--- src/rtl/mem_c_deskew_if.sv ---
// -----------------------------------------------------------------------------
// mem_c_deskew_if
//   Bus between the host and the result-deskew buffer for a DIM x DIM systolic
//   array.
//
//   start : pulse that begins, or restarts, a capture
//   en    : capture-step qualifier; each cycle with en=1 takes one step
//   Cin   : signed skewed column inputs; Cin[c] comes from array column c
//   Crow  : row index used for readback
//   Cout  : signed registered row readback
//   busy  : a capture is in progress
//   done  : the full matrix has been captured and readback is valid
//
//   master : host side, drives capture and readback requests
//   slave  : buffer side
// -----------------------------------------------------------------------------
interface mem_c_deskew_if #(
    parameter int BITS_C = 24,
    parameter int DIM    = 8
);
    localparam int RW = (DIM > 1) ? $clog2(DIM) : 1;

    logic                              start;
    logic                              en;
    logic signed [DIM-1:0][BITS_C-1:0] Cin;
    logic        [RW-1:0]              Crow;
    logic signed [DIM-1:0][BITS_C-1:0] Cout;
    logic                              busy;
    logic                              done;

    modport master (
        output start, en, Cin, Crow,
        input  Cout, busy, done
    );

    modport slave (
        input  start, en, Cin, Crow,
        output Cout, busy, done
    );
endinterface

--- src/rtl/mem_c_deskew.sv ---
// -----------------------------------------------------------------------------
// mem_c_deskew
//   Captures the diagonally skewed result stream that drains from a DIM x DIM
//   systolic array and stores it as a row-addressable matrix. Element (r, c)
//   arrives on Cin[c] during capture step r+c. A full capture therefore takes
//   2*DIM-1 steps. After that the host reads one row per cycle by index.
//
//   clk   : clock; all state changes on the rising edge
//   rst_n : asynchronous, active-low reset
//   bus   : mem_c_deskew_if.slave (start, en, Cin, Crow, Cout, busy, done)
// -----------------------------------------------------------------------------
module mem_c_deskew #(
    parameter int BITS_C = 24,
    parameter int DIM    = 8
) (
    input  logic            clk,
    input  logic            rst_n,
    mem_c_deskew_if.slave   bus
);
    localparam int STEPS = 2 * DIM - 1;
    localparam int KW    = $clog2(STEPS + 1);
    localparam logic [KW-1:0] K_LAST = KW'(STEPS - 1);

    typedef enum logic [1:0] {
        IDLE    = 2'd0,
        CAPTURE = 2'd1,
        READY   = 2'd2
    } state_t;

    state_t            state;
    logic [KW-1:0]     k;
    logic              busy;
    logic              done;
    logic [BITS_C-1:0] c_mem [DIM][DIM];

    assign bus.busy = busy;
    assign bus.done = done;

    // The control FSM, the storage and the readback register are all kept in
    // this single block, so every output comes straight from a flop.
    always_ff @(posedge clk or negedge rst_n) begin
        if (!rst_n) begin
            state    <= IDLE;
            k        <= '0;
            busy     <= 1'b0;
            done     <= 1'b0;
            bus.Cout <= '0;
            // NOTE: the storage array is small and must read back as zero
            // after reset, so it is reset like the other flops. A RAM macro
            // would not allow this.
            for (int r = 0; r < DIM; r++) begin
                for (int c = 0; c < DIM; c++) begin
                    c_mem[r][c] <= '0;
                end
            end
        end else begin
            // The readback is gated by the current value of done. A row
            // appears one edge after Crow is presented, and the output is zero
            // whenever the matrix is not complete.
            if (done && (int'(bus.Crow) < DIM)) begin
                for (int c = 0; c < DIM; c++) begin
                    bus.Cout[c] <= c_mem[bus.Crow][c];
                end
            end else begin
                bus.Cout <= '0;
            end

            if (bus.start) begin
                // A restart takes priority over a step taken in the same cycle.
                // The storage is not cleared here, because a full capture
                // overwrites every cell.
                state <= CAPTURE;
                k     <= '0;
                busy  <= 1'b1;
                done  <= 1'b0;
            end else if (state == CAPTURE && bus.en) begin
                // At step k only the anti-diagonal r+c==k is written. Column
                // inputs outside that window are ignored.
                for (int r = 0; r < DIM; r++) begin
                    for (int c = 0; c < DIM; c++) begin
                        if (int'(k) == r + c) begin
                            // NOTE: state registers take non-blocking
                            // assignments, so every read in this block sees
                            // the value from before the edge.
                            c_mem[r][c] <= bus.Cin[c];
                        end
                    end
                end
                k <= k + 1'b1;
                if (k == K_LAST) begin
                    state <= READY;
                    busy  <= 1'b0;
                    done  <= 1'b1;
                end
            end
        end
    end
endmodule

--- src/flat_wrapper.sv ---
// flat-port wrapper written by rule: the top's interface ports become plain ports
module mem_c_deskew_flat 
#(
    parameter int BITS_C = 24,
    parameter int DIM    = 8
)
  (clk, rst_n, bus_start, bus_en, bus_Cin, bus_Crow, bus_Cout, bus_busy, bus_done);
  mem_c_deskew_if #(.BITS_C(BITS_C), .DIM(DIM)) bus_i ();
  input  logic clk;
  input  logic rst_n;
  input wire logic [$bits(bus_i.start)-1:0] bus_start;
  input wire logic [$bits(bus_i.en)-1:0] bus_en;
  input wire logic [$bits(bus_i.Cin)-1:0] bus_Cin;
  input wire logic [$bits(bus_i.Crow)-1:0] bus_Crow;
  output wire logic [$bits(bus_i.Cout)-1:0] bus_Cout;
  output wire logic [$bits(bus_i.busy)-1:0] bus_busy;
  output wire logic [$bits(bus_i.done)-1:0] bus_done;
  assign bus_i.start = bus_start;
  assign bus_i.en = bus_en;
  assign bus_i.Cin = bus_Cin;
  assign bus_i.Crow = bus_Crow;
  assign bus_Cout = bus_i.Cout;
  assign bus_busy = bus_i.busy;
  assign bus_done = bus_i.done;
  mem_c_deskew #(.BITS_C(BITS_C), .DIM(DIM)) u_core (.clk(clk), .rst_n(rst_n), .bus(bus_i));
endmodule
--- config.mk ---
export PLATFORM = sky130hd
export DESIGN_NAME = mem_c_deskew_flat
export DESIGN_NICKNAME = d
export VERILOG_FILES = /design/src/rtl/mem_c_deskew_if.sv /design/src/rtl/mem_c_deskew.sv /design/src/flat_wrapper.sv
export SDC_FILE = /design/constraint.sdc
export NUM_CORES = 2
export LEC_CHECK = 0
export ABC_AREA = 1
export CORE_MARGIN = 2
export CORE_UTILIZATION = 40
export CTS_BUF_LIST = sky130_fd_sc_hd__clkbuf_8
export DETAILED_ROUTE_END_ITERATION = 6
export SLEW_MARGIN = 10
export SYNTH_ARGS = -nofsm -noshare
export SYNTH_HDL_FRONTEND = slang
export SYNTH_SLANG_ARGS = --single-unit
--- constraint.sdc ---
create_clock -name clk -period 2.1 [get_ports clk]
set_clock_uncertainty 0.15 [all_clocks]
set_input_delay 0.42 -clock clk [delete_from_list [all_inputs] [get_ports clk]]
set_output_delay 0.42 -clock clk [all_outputs]
set_load 0.01 [all_outputs]
==> metrics.txt <==
final core occ=50.6%; Clock power frac=a little over two fifths; die area=0.204 sq mm; Synth Net Count=10.7k; Finished Layout Cells=14.0k; share of cells above drive strength 1=13.1%; overall routing resource usage=22.7%; cells after synthesis=10.5k; Slew Limit Fails=0; fin crit period=2350 ps; Synth area leaders=dfrtp_1 54%, a21oi_1 9.6%, nand2_1 9.1%; Max VDD drop=574 uV; Iteration-0 DRC Markers=5,651; WL per Instance=18.5 microns; fmax=426 MHz; # IOs=393; CTS tree=done; Worst Reg-to-Reg Cells=11; Sw Ratio=around a quarter; RSZ-0062 raised after global routing=yes; Nets=11.3k; total gr overflow=0; wirelength, routed=between 200,000 and 300,000 microns; DR pass1 iterations=6; Synth cell types=20; final instance area=roughly 0.10 sq mm; initial antenna violation count=20; # DRC=0; Hold EP=u_core.c_mem[771]$_DFFE_PN0P_; Post-Syn Area per Cell=7.61 sq um; yosys warns=0; largest net degree at the start of global routing=98; Initial Utilization=between 40 and 50%; worst skew pair latency=1060 ps; RePlAce Congestion=0.825; Yosys top cell area share=between 50 and 60%; Hold Path Depth=3; Num CTS Buffers=323; first-pass GRT wire length=roughly 370,000 microns; area leader, netlist=dfrtp_1; Yosys reg bits=1,734; # Max-Cap Violations=0; crit path DAT=1780 ps; Setup crit end kind=primary output; worst r2r src=u_core.k[0]$_DFFE_PN0P_; setup TNS=-38,860 ps; worst hold start=bus_Cin[171]; Reg-to-Reg End=u_core.c_mem[905]$_DFFE_PN0P_; deepest clock path buffer count=4; Power Density=around 750 mW/mm^2; FF-to-FF setup slack=-140 ps; Placed Area=just under 0.09 sq mm; H-tree level count=5; failing checks=negative setup slack; pre-CTS setup slack=-478 ps; P_int=55.9 mW; synthesized area=0.0801 sq mm; final period utilization=112%; core area=approximately 0.20 sq mm; relative slew slack=55.3%; Comb pwr share=10.2%; clock sink count=about 1.7k; final setup violation count=around 830; Via density=approximately 5; CTS root buffer=clkbuf_8; via count=69.8k; Flop pwr share=47.3%; width of the chip=451 microns; P_leak=52.8 nW; Die Y-Extent=roughly 450 microns; CTS clock-pin slew for the worst setup and hold paths=50 ps; std cell rows=roughly 160; Area Overhead vs Synth=25.9%; outcome=finished, violations left; Hold WC Path Type=input pin to flop; CP required=about 1500 ps; DPL Wire Length=148,000 microns; Worst Setup Start Kind=flop; number of fill cells=18.8k; sequential-to-total area share from yosys stat=54.2%; CP Class=flop to primary output; dpl cells=13.1k; vias in the first global route=~66k; post-route ant nets=0; IO Port Bufs=between 300 and 400; Final Hold Fails=0; Max FO, Critical Path=2; final worst slack=-246 ps; Psw=between 15 and 20 mW; worst slew pin tran=671 ps
-- through the flow --
step / power [mW] / hold WS, ps
finish: 75.7 / 81.4
CTS: 76.3 / 2.56
global placement: 43.4 / 142
global route: 79.1 / 28.7
detailed placement: 43.6 / 141
floorplan: 40.6 / -25.6
-- placed cells by master, fill, tap and decap left out, drive strengths merged --
cell type,instances
nand4,2
inv,1643
o21ai,12
dlygate4sd3,154
clkinvlp,6
buf,695
clkbuf,483
diode,20
nor2,1921
clkinv,27
nand3,979
a21oi,1528
clkdlybuf4s50,194
ha,4
bufinv,6
nand2,1937
dfrtp,1734
nor3,1
-- state kept, by name, indices dropped and copies added (netlist names) --
signal           count
u_core.state         1
u_core.bus.done      1
u_core.k             4
u_core.c_mem      1536
u_core.bus.Cout    192
-- cell usage after synthesis --
cell type and count:
a21oi_1 1528, clkbuf_1 334, nand2_1 1937, o21ai_1 3, clkbuf_2 60, ha_1 4
buf_4 12, inv_2 3, nor2_1 1919, nand3_1 976, dfrtp_1 1734, nor3_1 1
inv_1 1546, nor2_2 2, buf_1 139, buf_2 301, o21ai_0 9, nand3_2 3
clkinv_1 1, nand4_1 2
-- worst max-delay path: stages, from the launching register on --
cell and delay (ps):
dfrtp_4 480, buf_8 130, buf_6 110
-- repair_timing --
| action | 4_1_cts | 5_1_grt |
|---|---|---|
| setup buffers | 3 | 49 |
| setup endpoints to repair | 1175 | 429 |
| hold buffers | 155 | 0 |
| endpoints found under the hold margin | 2890 | 0 |
| pin swaps | 1 | 25 |
| cloned | 0 | 97 |
| resized for setup | 820 | 405 |
-- power by group through the flow --
| stage | clock (mW) | combinational, mW | sequential [mW] |
|---|---|---|---|
| global placement | 0 | 7.12 | 36.3 |
| global route | 34.4 | 8.74 | 35.9 |
| floorplan | 0 | 4.38 | 36.2 |
| CTS | 32.9 | 7.60 | 35.8 |
| detailed placement | 0 | 7.28 | 36.4 |
| finish | 32.2 | 7.76 | 35.8 |
-- how the worst max path moves through the flow --
stage	from	endpoint	slack, ps	cells after the start
6_report	u_core.bus.done$_DFFE_PN0P_	bus_done	-250	2
3_3_place_gp	bus_en	u_core.c_mem[1118]$_DFFE_PN0P_	-500	9
5_1_grt	u_core.bus.done$_DFFE_PN0P_	bus_done	-310	2
3_5_place_dp	bus_start	u_core.c_mem[109]$_DFFE_PN0P_	-480	7
2_1_floorplan	u_core.k[0]$_DFFE_PN0P_	u_core.c_mem[1000]$_DFFE_PN0P_	260	9
4_1_cts	u_core.bus.done$_DFFE_PN0P_	bus_done	-330	2
-- per-layer routing --
metal / global-route usage (%) / up-vias / share of wire [%]
met5: 0 / - / 0
met4: 8.52 / 0 / 3.4
met3: 2.96 / 514 / 5.3
met2: 38.6 / 2248 / 49
met1: 29.6 / 33800 / 42
li1: - / 33300 / -
-- area by class of cell --
| cell class | instances | area, sq um | area share [%] |
|---|---|---|---|
| Antenna cell | 20 | 50.0 | 0.0497 |
| Clock buffer | 402 | 5530 | 5.49 |
| Clock inverter | 132 | 719 | 0.714 |
| Inverter | 1550 | 5840 | 5.79 |
| Multi-Input combinational cell | 6384 | 28500 | 28.3 |
| Sequential cell | 1734 | 43400 | 43.1 |
| Tap cell | 2656 | 3320 | 3.30 |
| Timing Repair Buffer | 1124 | 13400 | 13.3 |
-- cells by family (layout without fill, tap and decap cells) --
logic type               count (synthesis)  count (layout)  share of synthesized area (%)
AND/OR/NAND/NOR                       4840            4840                           24.3
buffers and inverters                 2396            3208                           11.9
flip-flops                            1734            1734                           54.2
AO/OA/AOI/OAI                         1540            1540                           9.63
adder cells (fa/ha/maj)                  4               4                         0.0625
other                                    0              20                              0
Power figures use the tool's default switching activity.
